[src/rtl/nn_pkg.sv]
// Shared definitions for the neural-network datapath blocks.
// Latency: n/a (types, constants and elaboration helpers only).
// Backpressure: n/a.
//
// Holds the MAC controller state encoding and the default operand and
// accumulator widths used by mac_array and mac_lane.

package nn_pkg;

    // Default signed operand width (weights, inputs, bias).
    localparam int DEF_DATA_W = 16;
    // Default signed accumulator / result width; must be >= 2*DEF_DATA_W.
    localparam int DEF_ACC_W  = 32;

    // Controller states.  busy is high in every state except ST_IDLE.
    typedef enum logic [1:0] {
        ST_IDLE  = 2'd0,
        ST_ACCUM = 2'd1,
        ST_BIAS  = 2'd2,
        ST_OUT   = 2'd3
    } state_e;

    // Width of an index counter covering 0..n-1.  It never returns zero, so
    // a one-element vector still gets a real (one-bit) counter register.
    function automatic int cnt_width(input int n);
        return (n > 1) ? $clog2(n) : 1;
    endfunction

endpackage

[src/rtl/mac_lane.sv]
// One output channel: signed multiply-accumulate plus bias add into a result register.
// Latency: acc updates the cycle after acc_en; res updates the cycle after res_en.
// Backpressure: none; the controller only pulses clr/acc_en/res_en when allowed.
//
// Ports:
//   clk, rstn    clock, asynchronous active-low reset
//   clr          clear accumulator and capture bias (start accepted)
//   acc_en       accept one element pair: acc += sext(w * x)
//   res_en       write res = acc + sext(bias) (clamped at zero with ReLU)
//   x, w, bias   signed DATA_W operands
//   res          signed ACC_W result, held until the next res_en
//
// Optional feature: define MAC_ARRAY_RELU_EN to clamp negative results to 0.

module mac_lane
    import nn_pkg::*;
#(
    parameter int DATA_W = DEF_DATA_W,
    parameter int ACC_W  = DEF_ACC_W
) (
    input  logic                     clk,
    input  logic                     rstn,
    input  logic                     clr,
    input  logic                     acc_en,
    input  logic                     res_en,
    input  logic signed [DATA_W-1:0] x,
    input  logic signed [DATA_W-1:0] w,
    input  logic signed [DATA_W-1:0] bias,
    output logic        [ACC_W-1:0]  res
);

    logic signed [2*DATA_W-1:0] prod;
    logic signed [ACC_W-1:0]    prod_ext;
    logic signed [ACC_W-1:0]    bias_ext;
    logic signed [ACC_W-1:0]    sum;

    logic signed [ACC_W-1:0]    acc_q, acc_d;
    logic signed [DATA_W-1:0]   bias_q;
    logic signed [ACC_W-1:0]    res_q, res_d;

    // Both operands are signed, so the product is computed at full
    // 2*DATA_W width and the size casts sign-extend to ACC_W.
    assign prod     = w * x;
    assign prod_ext = ACC_W'(prod);
    assign bias_ext = ACC_W'(bias_q);

    // Plain two's-complement addition: overflow wraps modulo 2^ACC_W.
    assign sum = acc_q + bias_ext;

    always_comb begin
        acc_d = acc_q;
        if (clr) begin
            acc_d = '0;
        end else if (acc_en) begin
            acc_d = acc_q + prod_ext;
        end
    end

`ifdef MAC_ARRAY_RELU_EN
    // ReLU acts on the wrapped sum, so its sign bit decides the clamp.
    always_comb begin
        res_d = sum;
        if (sum[ACC_W-1]) begin
            res_d = '0;
        end
    end
`else
    always_comb begin
        res_d = sum;
    end
`endif

    always_ff @(posedge clk or negedge rstn) begin
        if (!rstn) begin
            acc_q  <= '0;
            bias_q <= '0;
            res_q  <= '0;
        end else begin
            acc_q <= acc_d;
            if (clr) begin
                bias_q <= bias;
            end
            if (res_en) begin
                res_q <= res_d;
            end
        end
    end

    assign res = res_q;

endmodule

[src/rtl/mac_array.sv]
// NUM_CH parallel dot-product neurons sharing one input stream, with per-channel bias.
// Latency: out_valid rises in the second cycle after the last input handshake.
// Backpressure: in_ready only in ACCUM; results held stable in OUT until out_ready.
//
// Ports:
//   clk, rstn             clock, asynchronous active-low reset
//   start                 one-cycle request; honoured only in IDLE, latches bias
//   bias[NUM_CH*DATA_W]   per-channel signed bias, channel i at [i*DATA_W +: DATA_W]
//   in_valid/in_ready     element-pair handshake
//   in_x[DATA_W]          signed input element shared by all channels
//   in_w[NUM_CH*DATA_W]   per-channel signed weights, packed like bias
//   out_valid/out_ready   result handshake
//   out_data[NUM_CH*ACC_W] per-channel signed results, channel i at [i*ACC_W +: ACC_W]
//   busy                  high whenever the controller is not idle
//
// Optional feature: define MAC_ARRAY_RELU_EN to clamp each result at zero.
// ACC_W must be at least 2*DATA_W so a full product fits the accumulator.

module mac_array
    import nn_pkg::*;
#(
    parameter int DATA_W  = DEF_DATA_W,
    parameter int ACC_W   = DEF_ACC_W,
    parameter int VEC_LEN = 8,
    parameter int NUM_CH  = 4
) (
    input  logic                       clk,
    input  logic                       rstn,
    input  logic                       start,
    input  logic [NUM_CH*DATA_W-1:0]   bias,
    input  logic                       in_valid,
    output logic                       in_ready,
    input  logic signed [DATA_W-1:0]   in_x,
    input  logic [NUM_CH*DATA_W-1:0]   in_w,
    output logic                       out_valid,
    input  logic                       out_ready,
    output logic [NUM_CH*ACC_W-1:0]    out_data,
    output logic                       busy
);

    localparam int             CNT_W    = cnt_width(VEC_LEN);
    localparam logic [CNT_W-1:0] LAST_IDX = CNT_W'(VEC_LEN - 1);

    state_e           state_q, state_d;
    logic [CNT_W-1:0] cnt_q, cnt_d;

    logic start_acc;   // start honoured (IDLE only)
    logic pair_acc;    // element pair accepted this cycle
    logic res_wr;      // lanes write their biased result

    assign start_acc = (state_q == ST_IDLE) && start;
    assign pair_acc  = (state_q == ST_ACCUM) && in_valid;
    assign res_wr    = (state_q == ST_BIAS);

    always_comb begin
        state_d = state_q;
        cnt_d   = cnt_q;
        unique case (state_q)
            ST_IDLE: begin
                if (start) begin
                    state_d = ST_ACCUM;
                    cnt_d   = '0;
                end
            end
            ST_ACCUM: begin
                // Gaps in in_valid simply hold the counter.
                if (in_valid) begin
                    if (cnt_q == LAST_IDX) begin
                        state_d = ST_BIAS;
                    end else begin
                        cnt_d = cnt_q + CNT_W'(1);
                    end
                end
            end
            ST_BIAS: begin
                state_d = ST_OUT;
            end
            ST_OUT: begin
                // A start seen alongside the output handshake is dropped:
                // only IDLE looks at start.
                if (out_ready) begin
                    state_d = ST_IDLE;
                end
            end
            default: begin
                state_d = ST_IDLE;
            end
        endcase
    end

    always_ff @(posedge clk or negedge rstn) begin
        if (!rstn) begin
            state_q <= ST_IDLE;
            cnt_q   <= '0;
        end else begin
            state_q <= state_d;
            cnt_q   <= cnt_d;
        end
    end

    // All handshake outputs decode the registered state, so reset forces
    // them low immediately and they are glitch-free relative to clk.
    assign in_ready  = (state_q == ST_ACCUM);
    assign out_valid = (state_q == ST_OUT);
    assign busy      = (state_q != ST_IDLE);

    for (genvar g = 0; g < NUM_CH; g++) begin : g_lane
        mac_lane #(
            .DATA_W (DATA_W),
            .ACC_W  (ACC_W)
        ) u_lane (
            .clk    (clk),
            .rstn   (rstn),
            .clr    (start_acc),
            .acc_en (pair_acc),
            .res_en (res_wr),
            .x      (in_x),
            .w      (in_w[g*DATA_W +: DATA_W]),
            .bias   (bias[g*DATA_W +: DATA_W]),
            .res    (out_data[g*ACC_W +: ACC_W])
        );
    end

endmodule

[config.mk]
export PLATFORM = sky130hd
export DESIGN_NAME = mac_array
export DESIGN_NICKNAME = d
export VERILOG_FILES = /design/src/rtl/nn_pkg.sv /design/src/rtl/mac_lane.sv /design/src/rtl/mac_array.sv
export SDC_FILE = /design/constraint.sdc
export NUM_CORES = 2
export LEC_CHECK = 0
export CELL_PAD_IN_SITES_DETAIL_PLACEMENT = 1
export CELL_PAD_IN_SITES_GLOBAL_PLACEMENT = 2
export CORE_UTILIZATION = 30
export DETAILED_ROUTE_END_ITERATION = 10
export DONT_BUFFER_PORTS = 1
export GPL_TIMING_DRIVEN = 0
export PLACE_DENSITY_LB_ADDON = 0.1
export SLEW_MARGIN = 20
export SYNTH_ARGS = -nofsm -noshare
export SYNTH_HDL_FRONTEND = slang
export SYNTH_SLANG_ARGS = --single-unit
[constraint.sdc]
create_clock -name clk -period 16.4 [get_ports clk]
set_input_delay 1.64 -clock clk [delete_from_list [all_inputs] [get_ports clk]]
set_output_delay 1.64 -clock clk [all_outputs]
set_load 0.01 [all_outputs]
==> out/results.txt <==
area of the multi-input gates: 0.0466 sq mm
clk sink count: 325
final hold slack: 0.516 ns
worst setup path end: g_lane[1].u_lane.acc_q[31]$_DFFE_PN0P_
Slew Viols, Final: 0
die height: 452 um
Final nets: 8300
Vias: 43632
fraction of registers with async set/reset: 1.00
Synth area leaders: fa_1 (39%), dfrtp_1 (13%), ha_1 (11%)
Worst Slack Setup Final: 7.08 ns
CP Cell Sequence: clkbuf_1 -> clkbuf_2 -> nand2_1 -> inv_1 -> fa_1 -> inv_1 -> fa_1 -> inv_1 -> fa_1 -> fa_1 -> fa_1 -> inv_1 -> fa_1 -> inv_1 -> ha_1 -> a21o_1 -> a21oi_1 -> or3b_2 -> a21oi_1 -> o21ai_0 -> a221oi_1 -> o21ba_2 -> or3_1 -> nand3_1
worst-margin pin slew: 1.24 ns
DRT Pass-1 Iters: 7
largest area contributor in the netlist: fa_1
Mapped Nets: 8235
Clock transition at path regs: 0.06 ns
synthesized area: 0.0608 sq mm
largest net degree at the start of global routing: 326
Fin Setup TNS: 0 ns
Post-DP HPWL: 187 mm
Tmin final: 9.32 ns
filler cell count: 23064
dominant synthesized flop cell: dfrtp_1
Crit-path slowest cell: clkbuf_1
synthesized flop and latch total: 325
most frequent CP cell: fa_1
# DRC: 0
die area: 0.205 sq mm
number of global-route vias before repair: 49339
EDFF count, synth: 0
global-route wire length before repair: 336 mm
Worst R2R Start: g_lane[2].u_lane.acc_q[15]$_DFFE_PN0P_
number of H-tree levels: 2
crit path kind: in2reg
final hold vios: 0
setup bufs post-CTS: 0
layout overhead on the synthesized area: 8.83%
post-route ant nets: 0
final WL: 223 mm
Mapped Cells: 6391
initial antenna violation count: 60
yosys warns: 0
Worst path depth: 24
status: complete, no violations
path depth of the worst reg2reg path: 20
Rows: 164
PostCTS Resize Cnt: 0
CTS tree: done
CTS Buffer Depth: 3
core area: 0.201 sq mm
Hold-fix buffers, CTS: 0
RR Endpoint: g_lane[2].u_lane.acc_q[31]$_DFFE_PN0P_
IO Count: 280
f_max: 107 MHz
CTS root buffer: clkbuf_16
Yosys cell types: 76
critical-path maximum fanout: 10
share of cells above drive strength 1: 0.0505
Data arrival, critical path: 9.85 ns
Setup Skew: 0.0368 ns
register area: 0.00813 sq mm
Buffers on Ports: 0
chip width: 452 um
sequential area share after synthesis: 0.134
vias per cell: 4.76
fin crit share: 0.568
Synth Area per Inst: 9.52 sq um
Total GRT Usage: 0.224
Critical Path Source Type: primary input
later-pin clock latency in the skew report: 0.67 ns
final setup vio count: 0
Worst setup EP type: flop
Crit. Startpoint: in_x[1]
delay-heaviest family, CP: adder cells
WP buf/inv: 7
max_cap viols: 0
RSZ-0062 raised after global routing: no
Post-Place Worst Slack: 6.29 ns
top cell type's share of synthesized area: 0.386
per-cell routed wire length: 24.3 um
Num CTS Buffers: 47
gpl congestion: 0.860
Worst Path Required: 16.93 ns
Starting Density: 0.303
Worst R2R Setup Slack: 10.25 ns
normalized max-slew margin: 0.173
total gr overflow: 0
HP Class: reg2reg
Starting DRT DRC Count: 2061
Largest stage delay, worst path: 0.76 ns
Layout Utilization: 0.330
## placed cells by master (no fill, tap or decap), types with 7 or more instances in the layout
master	instances
a31oi_1	20
clkinv_2	9
dfrtp_1	325
or3_1	13
buf_12	11
nand2b_1	42
xnor2_1	178
and2_1	496
nand4_1	7
ha_1	523
o21bai_1	28
a211oi_1	23
nor2_1	156
nand3b_1	7
o31ai_1	20
clkbuf_2	50
nor2b_1	13
clkbuf_8	12
nand3_1	47
inv_1	1389
xor2_1	86
nor3_1	34
clkbuf_1	181
and3_1	14
diode_2	10
nand2_1	677
o41ai_1	8
o211ai_1	15
mux2_2	154
a2111oi_0	7
a221oi_1	7
o21ai_0	222
o21a_1	30
a22o_1	28
a211o_1	12
a21oi_1	200
a21o_1	107
clkbuf_16	48
fa_1	1172
## worst reg2reg max path, delay by kind of cell (launching register included)
family	cells	cell delay, ns
AO/OA/AOI/OAI	7	1.98
XOR/XNOR	1	0.18
adder cells (fa/ha/maj)	6	2.94
buffers and inverters	4	0.26
flip-flops	1	0.39
AND/OR/NAND/NOR	2	0.27
## kinds of logic after synthesis
| family | synth area share |
|---|---|
| buf+inv | 0.100 |
| flops | 0.134 |
| mux | 0.0297 |
| fa+ha+maj | 0.493 |
| simple gates | 0.123 |
| compound gates | 0.0825 |
| xor+xnor | 0.0380 |
## through the flow
stage | std cells | area [sq um]
floorplan | 6391 | 60800
global placement | 9047 | 64200
detailed placement | 9063 | 64600
CTS | 9147 | 66200
global route | 9150 | 66200
finish | 9157 | 66200
## cell usage after synthesis, types with 4 or more instances
cell type / instances
nand2_1: 677
or2_2: 6
a31o_2: 6
a211oi_1: 23
nand3b_1: 7
dfrtp_1: 325
o41ai_1: 8
mux2i_1: 6
o21ai_0: 222
nand4_1: 7
nor2_1: 156
clkbuf_1: 229
fa_1: 1172
a32o_1: 6
nor3_1: 34
nor4_1: 4
o21bai_1: 28
nand2b_1: 42
a21o_1: 107
o21a_1: 30
a31oi_1: 20
nand3_1: 48
mux2_2: 154
a21boi_0: 5
and3_1: 14
a41oi_1: 5
a2111oi_0: 7
a221oi_1: 7
ha_1: 523
nor2b_1: 13
and2_1: 496
inv_1: 1389
o211ai_1: 15
xor2_1: 86
a22o_1: 28
a211o_1: 12
nand4b_1: 6
a21oi_1: 200
a311oi_1: 4
or3_1: 13
o22ai_1: 4
xnor2_1: 178
a22oi_1: 5
o31ai_1: 20
## final cells by class
type / instances / area share
Inverter: 1390 / 0.0788
Multi-Input combinational cell: 4443 / 0.704
Buffer: 233 / 0.0148
Sequential cell: 325 / 0.123
Clock buffer: 67 / 0.0209
Clock inverter: 17 / 0.00278
Timing Repair Buffer: 16 / 0.00540
Antenna cell: 10 / 0.000378
Tap cell: 2656 / 0.0502
## metal layers
metal	part of all wire	GRT usage	wire, um
met2	0.48	0.377	107000
met5	0.00013	0	29
met4	0.027	0.0550	6070
met3	0.040	0.0240	8940
met1	0.45	0.306	101000
## flip-flops by register name, summed over array words and instances, names as in the netlist
register	flops
g_lane.u_lane.acc_q	128
g_lane.u_lane.res	128
g_lane.u_lane.bias_q	64
cnt_q	3
state_q	2
## how the worst min path moves through the flow
stage                                         endpoint  slack (ns)  cells after the start                                     from
5_1_grt        g_lane[0].u_lane.bias_q[14]$_DFFE_PN0P_        0.52                      1  g_lane[0].u_lane.bias_q[14]$_DFFE_PN0P_
4_1_cts        g_lane[0].u_lane.bias_q[14]$_DFFE_PN0P_        0.52                      1  g_lane[0].u_lane.bias_q[14]$_DFFE_PN0P_
3_3_place_gp                      cnt_q[2]$_DFFE_PN0P_        0.49                      2                     cnt_q[2]$_DFFE_PN0P_
2_1_floorplan                     cnt_q[1]$_DFFE_PN0P_        0.47                      2                     cnt_q[1]$_DFFE_PN0P_
6_report        g_lane[3].u_lane.bias_q[0]$_DFFE_PN0P_        0.52                      1   g_lane[3].u_lane.bias_q[0]$_DFFE_PN0P_
3_5_place_dp   g_lane[0].u_lane.bias_q[10]$_DFFE_PN0P_        0.50                      1  g_lane[0].u_lane.bias_q[10]$_DFFE_PN0P_
Power is left out: the tool's default activity adds up to more than one toggle a clock period on the data nets, which glitch-free logic cannot reach.
